===== src/rtl/alu_pkg.sv =====
// Shared types for the execute-stage sequencer: micro-op and condition encodings,
// flag bit positions, FSM states and the latched-op payload.
package alu_pkg;

  localparam int unsigned UOP_W  = 5;
  localparam int unsigned DATA_W = 32;

  // Bit positions inside a [0:3] flags vector {Z,C,N,V}
  localparam int unsigned FLAG_Z = 0;
  localparam int unsigned FLAG_C = 1;
  localparam int unsigned FLAG_N = 2;
  localparam int unsigned FLAG_V = 3;

  typedef enum logic [UOP_W-1:0] {
    NOP = 5'b00000,
    ADD = 5'b00001,
    SUB = 5'b00010,
    AND = 5'b00011,
    ORR = 5'b00100,
    CMP = 5'b00101,
    EOR = 5'b00110,
    MOV = 5'b00111,
    MVN = 5'b01000,
    STR = 5'b01001,
    LDR = 5'b01010
  } uop_e;

  typedef enum logic [3:0] {
    EQ, NE, CS, CC, MI, PL, VS, VC, HI, LS, GE, LT, GT, LE, AL, NV
  } cond_e;

  typedef enum logic [1:0] {IDLE, EXEC, WB, MEM} state_e;

  // Decoded op captured at the input handshake
  typedef struct packed {
    logic [UOP_W-1:0]  uop;
    logic [3:0]        cond;
    logic              set_flags;
    logic [DATA_W-1:0] lhs;
    logic [DATA_W-1:0] rhs;
    logic [DATA_W-1:0] str_data;
  } op_t;

endpackage


===== src/rtl/cond_eval.sv =====
// ARM condition-code evaluator (combinational).
//   cond  : 4-bit condition field
//   flags : architectural {Z,C,N,V}, index 0 = Z
//   pass  : 1 when the op should execute
module cond_eval (
  input  logic [3:0] cond,
  input  logic [0:3] flags,
  output logic       pass
);
  import alu_pkg::*;

  logic z, c, n, v;

  always_comb begin
    z    = flags[FLAG_Z];
    c    = flags[FLAG_C];
    n    = flags[FLAG_N];
    v    = flags[FLAG_V];
    pass = 1'b1;
    case (cond_e'(cond))
      EQ:      pass = z;
      NE:      pass = !z;
      CS:      pass = c;
      CC:      pass = !c;
      MI:      pass = n;
      PL:      pass = !n;
      VS:      pass = v;
      VC:      pass = !v;
      HI:      pass = c && !z;
      LS:      pass = !c || z;
      GE:      pass = (n == v);
      LT:      pass = (n != v);
      GT:      pass = !z && (n == v);
      LE:      pass = z || (n != v);
      default: pass = 1'b1;
    endcase
  end

endmodule


===== src/rtl/alu_exec_ctrl.sv =====
// Execute-stage sequencer: accepts one decoded op per handshake, drives the external
// ALU for one cycle, owns the NZCV flags register and routes results to writeback or
// the data-memory port.
// Ports: clk/rst (sync active-high); in_* op handshake; alu_* to/from ALU;
//        wb_* writeback handshake; mem_* memory request/ack; flags; mem_err pulse.
// Config macro: EXEC_COND_EN -- when defined, in_cond gates execution via cond_eval;
//               otherwise every op executes.
module alu_exec_ctrl #(
  parameter int unsigned REG_ADDR_W  = 4,
  parameter int unsigned MEM_TIMEOUT = 0
) (
  input  logic                  clk,
  input  logic                  rst,
  input  logic                  in_valid,
  output logic                  in_ready,
  input  logic [4:0]            in_uop,
  input  logic [3:0]            in_cond,
  input  logic                  in_set_flags,
  input  logic [31:0]           in_lhs,
  input  logic [31:0]           in_rhs,
  input  logic [REG_ADDR_W-1:0] in_rd,
  input  logic [31:0]           in_str_data,
  output logic [4:0]            alu_uop,
  output logic [31:0]           alu_lhs,
  output logic [31:0]           alu_rhs,
  input  logic [31:0]           alu_out,
  input  logic [0:3]            alu_flags,
  output logic                  wb_valid,
  input  logic                  wb_ready,
  output logic [REG_ADDR_W-1:0] wb_rd,
  output logic [31:0]           wb_data,
  output logic                  mem_req,
  output logic                  mem_we,
  output logic [31:0]           mem_addr,
  output logic [31:0]           mem_wdata,
  input  logic                  mem_ack,
  input  logic [31:0]           mem_rdata,
  output logic [0:3]            flags,
  output logic                  mem_err
);
  import alu_pkg::*;

  localparam int unsigned TMO_W = (MEM_TIMEOUT > 1) ? $clog2(MEM_TIMEOUT) : 1;

  state_e                state, state_nxt;
  op_t                   op, op_nxt;
  logic [REG_ADDR_W-1:0] rd, rd_nxt;
  logic [0:3]            flags_nxt;
  logic                  wb_valid_nxt, mem_req_nxt, mem_we_nxt, mem_err_nxt;
  logic [REG_ADDR_W-1:0] wb_rd_nxt;
  logic [31:0]           wb_data_nxt, mem_addr_nxt, mem_wdata_nxt;
  logic [TMO_W-1:0]      tmo_cnt, tmo_cnt_nxt;
  logic                  cond_pass;

`ifdef EXEC_COND_EN
  cond_eval u_cond_eval (
    .cond  (op.cond),
    .flags (flags),
    .pass  (cond_pass)
  );
`else
  logic cond_unused;
  assign cond_pass   = 1'b1;
  assign cond_unused = ^op.cond;
`endif

  assign in_ready = (state == IDLE) && !rst;
  assign alu_lhs  = op.lhs;
  assign alu_rhs  = op.rhs;

  // Next-state, ALU drive and next values for all registered outputs
  always_comb begin
    state_nxt     = state;
    op_nxt        = op;
    rd_nxt        = rd;
    flags_nxt     = flags;
    wb_valid_nxt  = wb_valid;
    wb_rd_nxt     = wb_rd;
    wb_data_nxt   = wb_data;
    mem_req_nxt   = mem_req;
    mem_we_nxt    = mem_we;
    mem_addr_nxt  = mem_addr;
    mem_wdata_nxt = mem_wdata;
    mem_err_nxt   = 1'b0;
    tmo_cnt_nxt   = tmo_cnt;
    alu_uop       = NOP;

    case (state)
      IDLE: begin
        if (in_valid) begin
          op_nxt.uop       = in_uop;
          op_nxt.cond      = in_cond;
          op_nxt.set_flags = in_set_flags;
          op_nxt.lhs       = in_lhs;
          op_nxt.rhs       = in_rhs;
          op_nxt.str_data  = in_str_data;
          rd_nxt           = in_rd;
          state_nxt        = EXEC;
        end
      end

      EXEC: begin
        alu_uop = op.uop;
        if (!cond_pass) begin
          state_nxt = IDLE;
        end else begin
          case (op.uop)
            LDR, STR: begin
              mem_req_nxt   = 1'b1;
              mem_we_nxt    = (op.uop == STR);
              mem_addr_nxt  = alu_out;
              mem_wdata_nxt = op.str_data;
              tmo_cnt_nxt   = '0;
              state_nxt     = MEM;
            end
            CMP: begin
              flags_nxt = alu_flags;
              state_nxt = IDLE;
            end
            ADD, SUB, AND, ORR, EOR, MOV, MVN: begin
              wb_valid_nxt = 1'b1;
              wb_rd_nxt    = rd;
              wb_data_nxt  = alu_out;
              if (op.set_flags) flags_nxt = alu_flags;
              state_nxt    = WB;
            end
            default: state_nxt = IDLE;
          endcase
        end
      end

      WB: begin
        if (wb_ready) begin
          wb_valid_nxt = 1'b0;
          state_nxt    = IDLE;
        end
      end

      MEM: begin
        // An ack always beats a simultaneous timeout
        if (mem_ack) begin
          mem_req_nxt = 1'b0;
          if (mem_we) begin
            state_nxt = IDLE;
          end else begin
            wb_valid_nxt = 1'b1;
            wb_rd_nxt    = rd;
            wb_data_nxt  = mem_rdata;
            state_nxt    = WB;
          end
        end else if ((MEM_TIMEOUT != 0) && (tmo_cnt == TMO_W'(MEM_TIMEOUT - 1))) begin
          mem_req_nxt = 1'b0;
          mem_err_nxt = 1'b1;
          state_nxt   = IDLE;
        end else begin
          tmo_cnt_nxt = tmo_cnt + TMO_W'(1);
        end
      end

      default: state_nxt = IDLE;
    endcase
  end

  // State and output registers; reset aborts any op in flight
  always_ff @(posedge clk) begin
    if (rst) begin
      state     <= IDLE;
      op        <= '0;
      rd        <= '0;
      flags     <= '0;
      wb_valid  <= 1'b0;
      wb_rd     <= '0;
      wb_data   <= '0;
      mem_req   <= 1'b0;
      mem_we    <= 1'b0;
      mem_addr  <= '0;
      mem_wdata <= '0;
      mem_err   <= 1'b0;
      tmo_cnt   <= '0;
    end else begin
      state     <= state_nxt;
      op        <= op_nxt;
      rd        <= rd_nxt;
      flags     <= flags_nxt;
      wb_valid  <= wb_valid_nxt;
      wb_rd     <= wb_rd_nxt;
      wb_data   <= wb_data_nxt;
      mem_req   <= mem_req_nxt;
      mem_we    <= mem_we_nxt;
      mem_addr  <= mem_addr_nxt;
      mem_wdata <= mem_wdata_nxt;
      mem_err   <= mem_err_nxt;
      tmo_cnt   <= tmo_cnt_nxt;
    end
  end

endmodule


===== config.mk =====
export PLATFORM = sky130hd
export DESIGN_NAME = alu_exec_ctrl
export DESIGN_NICKNAME = d
export VERILOG_FILES = /design/src/rtl/alu_pkg.sv /design/src/rtl/cond_eval.sv /design/src/rtl/alu_exec_ctrl.sv
export SDC_FILE = /design/constraint.sdc
export NUM_CORES = 1
export LEC_CHECK = 0
export BUFFER_PORTS_ARGS = -buffer_cell sky130_fd_sc_hd__buf_2
export CAP_MARGIN = 0
export CORE_MARGIN = 5
export CORE_UTILIZATION = 48
export DETAILED_ROUTE_END_ITERATION = 8
export PLACE_DENSITY = 0.8
export SLEW_MARGIN = 20
export SYNTH_ARGS = -nofsm -noshare
export SYNTH_HDL_FRONTEND = slang
export SYNTH_HIERARCHICAL = 1
export SYNTH_SLANG_ARGS = --single-unit

===== constraint.sdc =====
create_clock -name clk -period 2.3 [get_ports clk]
set_input_delay 0.115 -clock clk [delete_from_list [all_inputs] [get_ports clk]]
set_output_delay 0.115 -clock clk [all_outputs]
set_load 0.02 [all_outputs]

==> key figures <==
Status
  – Outcome: finished clean

Power
  – Leak Pwr: 5.61 nW
  – Total chip power: 9.88 mW
  – Pwr dens: 774 nW/um^2
  – Max VDD drop: 0.616 mV

Final layout
  – Post-route core utilization: 0.715
  – Finished layout cell area: 12800 um^2
  – Area Growth Syn to Fin: 47.3%
  – Share of layout cells above drive strength 1: 0.296
  – Non-Filler Instances: 1761
  – Layout Nets: 1694

Clocking
  – Clk slew on worst S/H paths: 0.06 ns
  – H-tree depth: 1
  – Clk Latency, worst-skew pair: 0.50 ns
  – Num CTS Buffers: 24
  – Clk buf depth: 3
  – # hold bufs at CTS: 177
  – Clock Sinks: 215
  – Setup Buffers After CTS: 0
  – CTS Root Cell: clkbuf_16
  – CTS tree: built
  – Resized cells post-CTS: 0

Timing
  – Final Hold Fails: 0
  – Number of setup violations in the final report: 0
  – Setup TNS: 0 ns
  – Fin. max-slew vios: 0
  – Fmax: 490 MHz
  – Final worst-path cycle share: 0.887
  – Slew margin rel.: 0.618
  – Final Worst Setup Slack: 0.261 ns
  – Slew @ Worst Pin: 0.572 ns
  – Clock skew: 0.00984 ns
  – RSZ-0062 raised after global routing: no
  – WHS: 0.0422 ns
  – Minimum clock period: 2.04 ns

Synth
  – Yosys top cell area share: 0.497
  – Synth area leaders: dfxtp_1 50%, nand2_1 16%, a21oi_1 10%, buf_4 5.7%, a311oi_2 4.5%
  – Synth Cell Area: 8660 um^2
  – Post-synth top area cell: dfxtp_1
  – Syn Inst Count: 1086
  – Sequential fraction of the synthesis area: 0.497
  – Yosys warnings: 6
  – EDFF count, synth: 0
  – Unique masters post-synth: 34
  – Asr flop ratio synth: 0
  – Most used DFF post-synth: dfxtp_1
  – Yosys reg bits: 215
  – Syn_area_per_cell: 7.98 um^2
  – Post-Syn Nets: 1269

Floorplan
  – Chip height: 144 um
  – Core area: 17800 um^2
  – Initial core utilization: 0.486
  – IO Count: 361
  – Row cnt: 49
  – Die ar.: 20800 um^2
  – Die Wd: 144 um

Global routing
  – Total track usage: 0.289
  – Total global routing overflow: 0
  – Number of global-route vias before repair: 9686
  – First-pass GRT wire length: 48700 um
  – Largest net degree at the start of global routing: 107
  – Initial antenna violation count: 2

Setup path
  – Critical Path RT: 2.18 ns
  – Crit path capture type: primary output
  – Crit path launch type: flip-flop
  – Worst Path Arrival: 1.92 ns
  – Maximum fanout along the worst path: 33
  – Worst Setup Path Type: flip-flop to primary output

Detailed routing
  – Final WL: 32000 um
  – Detailed-route wire length per cell: 18.2 um
  – Drc violations: 0
  – DR vias: 9386
  – Met2 routed wirelength: 15800 um
  – Top sig layer: met4
  – Met1 wire length: 11300 um
  – Vias per cell: 5.33
  – First-pass DRT Iterations: 5
  – Final ANT Viol Nets: 0
  – Routed length on met3: 3130 um
  – DR iter-0 viols: 647

Place
  – Post-Place Cell Area: 10100 um^2
  – Placed wire-length estimate: 18100 um
  – Port Buffers: 355
  – # placed instances: 1537
  – Gpl congestion: 0.854
  – DP Worst Slack: 0.282 ns

Job
  – Max-Cap Viols: 0

Worst hold path
  – Worst min path class: input port to flip-flop
-- final timing paths --
check	start	to	slack [ns]	cells after the start
setup reg to reg	state[0]	mem_wdata[11]	0.27	5
hold reg to reg	op[10]	mem_wdata[10]	0.45	2
setup / recovery	state[1]	alu_uop[2]	0.26	4
hold / removal	rst	mem_addr[30]	0.04	2
-- area by class of cell --
class	count	area, um^2
Timing Repair Buffer	551	3770
Clock buffer	31	678
Inverter	4	15.0
Multi-Input combinational cell	715	3500
Fill cell	1163	5080
Tap cell	229	287
Clock inverter	13	196
Antenna cell	3	7.51
Sequential cell	215	4310
-- metal layers --
metal	track usage	up-vias
li1	-	4365
met1	0.310	4339
met2	0.515	543
met3	0.0728	139
met4	0.162	0
met5	0	-
-- state kept, by name, indices dropped and copies added, names as in the netlist --
name and count:
mem_addr 32, op 38, alu_lhs 32, wb_valid 1, rd 4, mem_req 1, mem_we 1, wb_data 32
alu_rhs 32, wb_rd 4, state 2, mem_wdata 32, flags 4
-- logic make-up (layout without fill, tap and decap cells) --
kind of cell | Yosys count | count (layout) | synth area share
AOI/OAI and AO/OA | 226 | 226 | 0.167
xor gates and xnor gates | 1 | 1 | 0.00101
buffers and inverters | 156 | 599 | 0.102
DFF | 215 | 215 | 0.497
muxes | 4 | 4 | 0.00462
other | 1 | 4 | 0.000433
and+or+nand+nor | 483 | 483 | 0.229
-- layout by cell type (no fill, tap or decap), types with 3 or more instances in the layout --
master | synthesis | routed
dlygate4sd3_1 | 0 | 177
clkbuf_8 | 0 | 3
mux2i_1 | 4 | 4
buf_2 | 21 | 354
nand3_1 | 35 | 34
a21oi_1 | 174 | 174
nor3_1 | 35 | 35
clkinv_2 | 0 | 6
nand2_1 | 377 | 376
diode_2 | 0 | 3
a311oi_1 | 7 | 7
clkbuf_1 | 59 | 3
buf_12 | 0 | 6
a311oi_2 | 26 | 26
inv_1 | 4 | 4
nand2b_1 | 6 | 6
and2_1 | 6 | 5
clkbuf_16 | 0 | 25
buf_4 | 66 | 13
dfxtp_1 | 215 | 213
nor2b_1 | 7 | 7
nor2_1 | 10 | 10
o21ai_1 | 4 | 4
bufinv_16 | 0 | 5
o21ai_0 | 8 | 8
-- cell usage after synthesis, types with 2 or more instances --
master      n
o211ai_1    2
nor2_1     10
clkbuf_1   59
buf_4      66
a221oi_1    2
o21ai_1     4
buf_2      21
buf_1       3
nand2_1   377
and2_1      6
a311oi_2   26
buf_6       3
nor2b_1     7
inv_1       4
nor3_1     35
a21oi_1   174
nand2b_1    6
mux2i_1     4
nand3_1    35
a311oi_1    7
dfxtp_1   215
o21ai_0     8
-- critical path, stage by stage (launching register included) --
cell,delay (ns)
dfxtp_2,0.48
buf_4,0.42
nor2b_1,0.16
and2_1,0.20
buf_2,0.16
-- power breakdown --
part / total (mW) / switching [mW] / internal [mW]
sequential: 4.09 / 0.142 / 3.94
combinational: 1.63 / 0.952 / 0.682
clock: 4.16 / 1.52 / 2.64
total: 9.88 / 2.61 / 7.27
Note: power is estimated with default switching activity, not from simulation.
